<file path="src/rtl/flit_pkg.sv">
// Shared constants and types for the flit decoder.
//   LANE_W    : width of one encoded lane (invert flag + payload)
//   LANES     : lanes per flit
//   PAYLOAD_W : decoded payload bits per lane
//   DATA_W    : decoded payload bits per flit
//   entry_t   : one decoded flit as held in the output FIFO
package flit_pkg;

  localparam int unsigned LANE_W    = 8;
  localparam int unsigned LANES     = 4;
  localparam int unsigned PAYLOAD_W = 7;
  localparam int unsigned DATA_W    = LANES * PAYLOAD_W;

  typedef struct packed {
    logic [DATA_W-1:0] data;
    logic [LANES-1:0]  inv;
  } entry_t;

  // Number of set invert flags in one flit (0..4).
  function automatic logic [2:0] popcount4(input logic [3:0] v);
    return {2'b00, v[0]} + {2'b00, v[1]} + {2'b00, v[2]} + {2'b00, v[3]};
  endfunction

endpackage

</file>
<file path="src/rtl/flit_decoder_lane_dec.sv">
// Single-lane decoder (combinational).
//   lane : encoded lane, bit 7 = invert flag, bits 6:0 = lane data
//   data : decoded payload (lane data XOR replicated invert flag)
//   inv  : received invert flag
module lane_dec
  import flit_pkg::*;
(
  input  logic [LANE_W-1:0]    lane,
  output logic [PAYLOAD_W-1:0] data,
  output logic                 inv
);

  always_comb begin
    inv  = lane[LANE_W-1];
    data = lane[PAYLOAD_W-1:0] ^ {PAYLOAD_W{lane[LANE_W-1]}};
  end

endmodule

</file>
<file path="src/rtl/flit_decoder.sv">
// Flit decoder: decodes LANES inverted-lane encoded bytes per flit into a
// 2-entry output FIFO and keeps saturating flit / inverted-lane statistics.
//   clk, rst             : clock, synchronous active-high reset
//   in_valid/in_ready    : encoded flit handshake (in_ready is registered)
//   in_flit              : encoded flit, lane l in byte l
//   out_valid/out_ready  : decoded flit handshake
//   out_data, out_inv    : decoded payload (lane l at bits 7l+6:7l) and flags
//   clr_stats            : synchronous clear of both counters
//   flit_cnt, inv_cnt    : accepted flits / inverted lanes, saturating
module flit_decoder
  import flit_pkg::*;
#(
  parameter int unsigned LANES = 4,
  parameter int unsigned CNT_W = 16
) (
  input  logic                         clk,
  input  logic                         rst,
  input  logic                         in_valid,
  output logic                         in_ready,
  input  logic [LANES*LANE_W-1:0]      in_flit,
  output logic                         out_valid,
  input  logic                         out_ready,
  output logic [LANES*PAYLOAD_W-1:0]   out_data,
  output logic [LANES-1:0]             out_inv,
  input  logic                         clr_stats,
  output logic [CNT_W-1:0]             flit_cnt,
  output logic [CNT_W-1:0]             inv_cnt
);

  logic [LANES*PAYLOAD_W-1:0] dec_data;
  logic [LANES-1:0]           dec_inv;

  for (genvar l = 0; l < LANES; l++) begin : g_lane
    lane_dec u_lane (
      .lane (in_flit[l*LANE_W +: LANE_W]),
      .data (dec_data[l*PAYLOAD_W +: PAYLOAD_W]),
      .inv  (dec_inv[l])
    );
  end

  entry_t     mem [2];
  entry_t     mem_n [2];
  entry_t     dec_entry;
  entry_t     head_q;
  logic       rd_ptr, wr_ptr, rd_n, wr_n;
  logic [1:0] count, cnt_n;
  logic       ready_q;
  logic       push, pop;

  logic [CNT_W:0]   flit_sum, inv_sum;
  logic [CNT_W-1:0] flit_nxt, inv_nxt;

  always_comb begin
    dec_entry.data = dec_data;
    dec_entry.inv  = dec_inv;

    push = in_valid & ready_q;
    pop  = (count != 2'd0) & out_ready;

    mem_n[0] = mem[0];
    mem_n[1] = mem[1];
    if (push) mem_n[wr_ptr] = dec_entry;

    rd_n  = rd_ptr ^ pop;
    wr_n  = wr_ptr ^ push;
    cnt_n = count + {1'b0, push} - {1'b0, pop};

    flit_sum = {1'b0, flit_cnt} + (CNT_W+1)'(1);
    inv_sum  = {1'b0, inv_cnt} + (CNT_W+1)'(popcount4(dec_inv));
    flit_nxt = flit_sum[CNT_W] ? '1 : flit_sum[CNT_W-1:0];
    inv_nxt  = inv_sum[CNT_W]  ? '1 : inv_sum[CNT_W-1:0];
  end

  always_ff @(posedge clk) begin
    if (rst) begin
      mem[0]   <= '0;
      mem[1]   <= '0;
      rd_ptr   <= 1'b0;
      wr_ptr   <= 1'b0;
      count    <= '0;
      ready_q  <= 1'b0;
      head_q   <= '0;
      flit_cnt <= '0;
      inv_cnt  <= '0;
    end else begin
      mem[0]  <= mem_n[0];
      mem[1]  <= mem_n[1];
      rd_ptr  <= rd_n;
      wr_ptr  <= wr_n;
      count   <= cnt_n;
      // in_ready is registered from next occupancy, so out_ready only
      // reaches it through this flop.
      ready_q <= (cnt_n != 2'd2);
      // Head is copied into its own register so the outputs hold the last
      // presented flit once the FIFO drains, instead of exposing a stale slot.
      if (cnt_n != 2'd0) head_q <= mem_n[rd_n];
      if (clr_stats) begin
        flit_cnt <= '0;
        inv_cnt  <= '0;
      end else if (push) begin
        flit_cnt <= flit_nxt;
        inv_cnt  <= inv_nxt;
      end
    end
  end

  assign in_ready  = ready_q;
  assign out_valid = (count != 2'd0);
  assign out_data  = head_q.data;
  assign out_inv   = head_q.inv;

endmodule

</file>
<file path="config.mk">
export PLATFORM = sky130hd
export DESIGN_NAME = flit_decoder
export DESIGN_NICKNAME = d
export VERILOG_FILES = /design/src/rtl/flit_pkg.sv /design/src/rtl/flit_decoder_lane_dec.sv /design/src/rtl/flit_decoder.sv
export SDC_FILE = /design/constraint.sdc
export NUM_CORES = 1
export LEC_CHECK = 0
export CAP_MARGIN = 15
export CORE_MARGIN = 2
export CORE_UTILIZATION = 45
export CTS_BUF_LIST = sky130_fd_sc_hd__clkbuf_8
export DETAILED_ROUTE_END_ITERATION = 7
export PLACE_DENSITY = 0.71
export SYNTH_ARGS = -nofsm -noshare
export SYNTH_HDL_FRONTEND = slang
export SYNTH_SLANG_ARGS = --single-unit
</file>
<file path="constraint.sdc">
create_clock -name clk -period 2.8 [get_ports clk]
set_input_delay 0.56 -clock clk [delete_from_list [all_inputs] [get_ports clk]]
set_output_delay 0.56 -clock clk [all_outputs]
set_load 0.02 [all_outputs]
</file>
==> results.cfg, run 1 <==
[outcome]
status = complete, no violations

[floorplan]
die_w_um = 125.4
rows = 44
core-area_um2 = 14480
io_pins = 103
start_util_pct = 45.78
die_area_um2 = 15720
fp.dieH_um = 125.4

[synthesis]
synth_compound_area_share_pct = 24.44
yosysTopAreaCellShare_pct = 40.17
syn_inst = 774
yosysTopAreaCell = dfxtp_1
ys_seq_area_share_pct = 40.17
synthMuxAreaShare_pct = 1.076
synth-seq-cells = 133
synth-edff-count = 0
syn_avg_cell_area_um2 = 8.564
synth_xor_area_share_pct = 6.625
synth_top_family_by_area = compound AO/OA/AOI/OAI gates
synth_flop_cell = dfxtp_1
async_flop_share_pct = 0
yosys.area_share.adder_pct = 1.661
synth_area_leaders = dfxtp_1, nor2_1, a211oi_1, xnor2_1, a311oi_2
yosys_warnings = 0
synth_cell_types = 52
synth_nets = 818
synth-simple-area-share_pct = 20.23
syn_area_um2 = 6629

[finish]
antenna_cells = 0
num-nets-final = 912
final_util_pct = 57.42
areaGrowthSynthToFinish_pct = 25.42
drive_gt1_share_pct = 14.45

[sta]
worst_slack_ns = 0.1344
fin_crit_ns = 2.666
slew_viol_final = 0
tightest_slew_ns = 0.9195
hold_violations = 0
clock_skew_ns = 0.005018
post-route-period-util_pct = 95.20
clock.fmax_mhz = 375.1
rsz0062_at_grt = no
relSlewSlack_pct = 38.47
finalSetupViolCount = 0

[clock_tree]
clk_path_buf_depth = 2
cts_sinks = 133
htree_levels = 4
tritoncts = done
cts_made_buffers = 17
ctsHoldBuffers = 0
cts-root-buf = clkbuf_8
insertion_delay_ns = 0.45
cts.clk_slew.worst_paths_ns = 0.07

[setup_path]
startpoint_type = input pin
r2r-start = in_ready
crit_fanout = 3
crit_path_end_kind = flop
worst_r2r_path_depth = 11
worst_ep_arrival_time_ns = 3.03
cp.required_ns = 3.17
critical-path-top-delay-family = adder cells
critPathSlowestCell = fa_1
rr_endpoint = out_data[26]
crit_buf_inv = 2
rrSetupSlack_ns = 0.35
slowest_delay_ns = 0.50
timing.setup.critical_path_class = input pin to flop
path_cells = clkdlybuf4s50_1 > fa_1 > inv_1 > fa_2 > nand2b_1 > a2111oi_4 > and2_1 > a31oi_1 > a311oi_1

[drt]
num_vias = 5888
wirelength_um = 16830
ant_nets = 0
drc_errors = 0
wl_per_cell_um = 15.83
drt_iter0_drc = 476
dr.pass1.iters = 5
routed_via_density = 5.539

[placement]
pre_cts_slack_ns = -0.5301
portBuffers = 102
place_hpwl_um = 11060
gp_congestion = 0.8040

[grt]
gr-usage-all-layers_pct = 21.49
antenna_found_initial = 0
grt_overflow_total = 0
grt_max_degree = 62
grt_pass1_wl_um = 27360
grt_pass1_vias = 5354

[hold_path]
hold_path_class = flop to flop
hold_path_depth = 2
hold_end = mem[0][35]
holdCritStartpoint = mem[0][35]

[power]
vdd_drop_max_mv = 0.4993
power_density_nw_per_um2 = 912.1
p_leak_nw = 2.889

[job]
max_cap_viol_count = 0
==> cell usage after synthesis, types with 4 or more instances <==
| library cell | instances |
|---|---|
| a211oi_1 | 56 |
| a21oi_1 | 37 |
| a21oi_2 | 20 |
| a311oi_1 | 8 |
| a311oi_2 | 20 |
| a31oi_1 | 5 |
| and3_1 | 8 |
| buf_1 | 4 |
| buf_2 | 20 |
| buf_4 | 4 |
| clkbuf_1 | 33 |
| dfxtp_1 | 133 |
| ha_1 | 4 |
| inv_1 | 13 |
| mux2i_1 | 6 |
| nand2_1 | 61 |
| nand3_1 | 11 |
| nand4_1 | 8 |
| nand4b_1 | 4 |
| nor2_1 | 156 |
| nor3_1 | 34 |
| o21ai_0 | 7 |
| o221ai_1 | 25 |
| o311ai_0 | 4 |
| or4_1 | 4 |
| xnor2_1 | 35 |
| xor2_1 | 12 |
==> through the flow <==
step	instances	hold WS, ns	TNS [ns]	total power [mW]	cell area (um2)
6_report	1063	0.4563	0	7.584	8314
3_3_place_gp	1032	0.4422	-7.989	6.118	7940
2_1_floorplan	774	0.4357	0	4.947	6634
3_5_place_dp	1032	0.4472	-11.15	6.181	7940
4_1_cts	1062	0.4571	0	7.627	8297
5_1_grt	1063	0.4799	0	8.088	8314
==> routing by layer <==
layer / GRT usage (%) / up-vias / routed length (um)
met4: 8.431 / 0 / 354
met3: 4.921 / 25 / 740
li1: - / 2957 / -
met5: 0 / - / 0
met1: 28.32 / 2758 / 7800
met2: 34.30 / 148 / 7934
==> kinds of logic (layout without fill, tap and decap cells) <==
| group | Yosys count | after routing |
|---|---|---|
| AO/OA/AOI/OAI | 194 | 194 |
| XOR/XNOR | 48 | 48 |
| adder cells (fa/ha/maj) | 7 | 7 |
| buffers and inverters | 79 | 184 |
| flip-flops | 133 | 133 |
| multiplexers | 7 | 7 |
| AND/OR/NAND/NOR | 306 | 306 |
==> registers in the layout, summed over array words and instances (netlist names) <==
name      count
flit_cnt     16
rd_ptr        1
in_ready      1
mem          64
out_inv       4
wr_ptr        1
out_data     28
count         2
inv_cnt      16
==> worst reg2reg max path, stage by stage, from the launching register on <==
cell and delay [ns]:
dfxtp_1 0.46, and2_2 0.22, inv_2 0.04, ha_1 0.27
inv_1 0.04, ha_1 0.17, xor2_1 0.16, xnor2_1 0.29
nand2b_2 0.12, buf_12 0.17, buf_12 0.16, a211oi_1 0.25
==> cell type report <==
| cell class | count | area (um2) |
|---|---|---|
| Clock buffer | 20 | 275.3 |
| Fill cell | 1342 | 6165 |
| Tap cell | 184 | 230.2 |
| Timing Repair Buffer | 140 | 1409 |
| Clock inverter | 10 | 68.82 |
| Multi-Input combinational cell | 562 | 3616 |
| Inverter | 14 | 52.55 |
| Sequential cell | 133 | 2663 |
==> what timing repair did <==
item,4_1_cts,5_1_grt
buffers inserted,0,1
endpoints found under the setup margin,9,16
pin swaps,0,4
resized for setup,3,5
hold endpoints to repair,0,0
==> power breakdown <==
part	switching [mW]	internal [mW]	total, mW
logic	2.05	1.64	3.68
registers	0.231	2.22	2.45
clock network	0.706	0.739	1.44
total	2.98	4.60	7.58
==> cell usage in the layout, fill, tap and decap left out, types with 8 or more instances in the layout <==
master and n:
a211oi_1 56, a21oi_1 37, a21oi_2 20, a311oi_1 8, a311oi_2 20, buf_12 8
buf_4 31, clkbuf_8 20, clkdlybuf4s50_1 99, dfxtp_1 133, inv_1 17, nand2_1 61
nand3_1 10, nand4_1 8, nor2_1 155, nor3_1 33, o221ai_1 25, xnor2_1 35
xor2_1 12
==> worst max-delay path by stage <==
stage                 from     endpoint  slack (ns)  cells past startpoint
2_1_floorplan   in_flit[7]  inv_cnt[12]        0.04                     10
3_3_place_gp    in_flit[7]  inv_cnt[12]       -0.40                     12
3_5_place_dp    in_flit[7]   inv_cnt[0]       -0.53                     11
4_1_cts         in_flit[7]  inv_cnt[12]       0.001                     12
5_1_grt        in_flit[31]  inv_cnt[10]       0.006                     12
6_report       in_flit[31]  inv_cnt[15]        0.13                      9
Note: power is estimated with default switching activity, not from simulation.
==> run 2, diff against run 1 <==
--- a/config.mk
+++ b/config.mk
@@ -5,6 +5,7 @@
 export SDC_FILE = /design/constraint.sdc
 export NUM_CORES = 1
 export LEC_CHECK = 0
+export ABC_CLOCK_PERIOD_IN_PS = 2800
 export CAP_MARGIN = 15
 export CORE_MARGIN = 2
 export CORE_UTILIZATION = 45
==> results of run 2 <==
The final DEF is identical to that of run 1; final timing and power are the same.
==> run 3, diff against run 2 <==
--- a/config.mk
+++ b/config.mk
@@ -5,13 +5,14 @@
 export SDC_FILE = /design/constraint.sdc
 export NUM_CORES = 1
 export LEC_CHECK = 0
-export ABC_CLOCK_PERIOD_IN_PS = 2800
+export ABC_CLOCK_PERIOD_IN_PS = 3300
 export CAP_MARGIN = 15
 export CORE_MARGIN = 2
 export CORE_UTILIZATION = 45
-export CTS_BUF_LIST = sky130_fd_sc_hd__clkbuf_8
+export CTS_BUF_LIST = sky130_fd_sc_hd__clkbuf_8 sky130_fd_sc_hd__clkbuf_16
 export DETAILED_ROUTE_END_ITERATION = 7
-export PLACE_DENSITY = 0.71
+export PLACE_DENSITY = 0.69
+export RECOVER_POWER = 50
 export SYNTH_ARGS = -nofsm -noshare
 export SYNTH_HDL_FRONTEND = slang
 export SYNTH_SLANG_ARGS = --single-unit
==> constraint.sdc (replaced) <==
create_clock -name clk -period 3.3 [get_ports clk]
set_input_delay 0.66 -clock clk [delete_from_list [all_inputs] [get_ports clk]]
set_output_delay 0.66 -clock clk [all_outputs]
set_load 0.02 [all_outputs]
==> results.cfg, run 3 (synthesis results as in run 1) <==
[job]
max_cap_viol_count = 0

[drt]
drt_iter0_drc = 525
wl_per_cell_um = 17.16
wirelength_um = 18070
routed_via_density = 5.795
dr.pass1.iters = 5
drc_errors = 0
ant_nets = 0
num_vias = 6102

[setup_path]
worstSetupEndpoint = inv_cnt[0]
rr_endpoint = mem[0][42]
timing.setup.critical_path_class = input pin to flop
worst_r2r_path_depth = 4
cp.required_ns = 3.64
crit_fanout = 7
r2r-start = wr_ptr
startpoint_type = input pin
rrSetupSlack_ns = 0.43
setup.worst_path.start = in_flit[7]
worst_ep_arrival_time_ns = 3.37
crit_path_end_kind = flop

[sta]
post-route-period-util_pct = 91.86
hold_violations = 0
clock_skew_ns = 0.003968
whs_ns = 0.4594
worst_slack_ns = 0.2686
fin_crit_ns = 3.031
finalSetupViolCount = 0
rsz0062_at_grt = no
tightest_slew_ns = 1.229
relSlewSlack_pct = 18.05
clock.fmax_mhz = 329.9
slew_viol_final = 0

[power]
power_density_nw_per_um2 = 805.2
p_leak_nw = 2.985
finalPower_mw = 6.700
vdd_drop_max_mv = 0.4615

[finish]
register_area_um2 = 2663
areaGrowthSynthToFinish_pct = 25.52
max_flop_register = mem
antenna_cells = 0
largest_reg_flops = 64
nFillCells = 1243
num-nets-final = 901
multiInputGateArea_um2 = 3585
final_common_cell = nor2_1
layout_common_cells = nor2_1, dfxtp_1, nand2_1
drive_gt1_share_pct = 11.97

[clock_tree]
insertion_delay_ns = 0.42
cts_setup_buffers = 0
cts-root-buf = clkbuf_16
htree_levels = 4
cts_made_buffers = 17
cts_sinks = 133
ctsHoldBuffers = 0
tritoncts = done
cts.clk_slew.worst_paths_ns = 0.05
cts_resized = 0
clk_path_buf_depth = 2

[floorplan]
die_area_um2 = 15720
die_w_um = 125.4
core-area_um2 = 14480
rows = 44
start_util_pct = 45.78
io_pins = 103
fp.dieH_um = 125.4

[grt]
grt_max_degree = 85
grt_pass1_vias = 6036
grt_pass1_wl_um = 29610
antenna_found_initial = 0
grt_overflow_total = 0
gr-usage-all-layers_pct = 22.81

[placement]
pre_cts_slack_ns = -0.1217
place_hpwl_um = 11610
portBuffers = 102
gp_congestion = 0.8369

[hold_path]
hold_path_class = flop to flop

[outcome]
status = complete, no violations
-- run 3: power breakdown --
| part | internal, mW | switching, mW |
|---|---|---|
| logic | 1.12 | 1.73 |
| clock network | 1.08 | 0.675 |
| registers | 1.89 | 0.201 |
| total | 4.09 | 2.61 |
-- run 3: metal layers --
metal	vias up	track usage, %	wire length (um)
met5	-	0	0
met4	0	8.627	350
met3	32	4.750	890
met2	198	38.68	8815
met1	2918	28.60	8012
li1	2954	-	-
-- run 3: per-stage QoR --
stage	area [um2]	std cells	setup TNS [ns]	utilization, %
3_5_place_dp	7797	1022	-0.7301	53.85
2_1_floorplan	6629	774	0	-
6_report	8320	1053	0	57.47
5_1_grt	8320	1053	0	57.47
3_3_place_gp	7797	1022	0	53.85
4_1_cts	8349	1053	0	57.67
-- run 3: area by class of cell --
cell class                      instances  area share (%)
Timing Repair Buffer                  129           14.89
Clock inverter                          7          0.3609
Inverter                               14          0.6316
Multi-Input combinational cell        562           43.08
Tap cell                              184           2.767
Clock buffer                           24           6.271
Sequential cell                       133           32.00
-- run 3: worst max-delay path, stage by stage --
cell and delay (ns):
clkdlybuf4s50_1 0.46, fa_1 0.57, inv_1 0.06, fa_1 0.38, inv_1 0.09, fa_1 0.18
nand4_1 0.14, buf_4 0.18, nor2_1 0.15, nand3_1 0.28, a21oi_1 0.22
-- run 3: how the worst min path moves through the flow --
stage,to,start,slack [ns],cells past startpoint
final,mem[0][33],mem[0][33],0.46,2
after global routing,mem[0][3],mem[0][3],0.48,2
after CTS,mem[0][0],mem[0][0],0.46,2
after detailed placement,mem[0][0],mem[0][0],0.45,2
after global placement,mem[0][35],mem[0][35],0.44,2
after floorplan,mem[0][32],mem[0][32],0.44,2
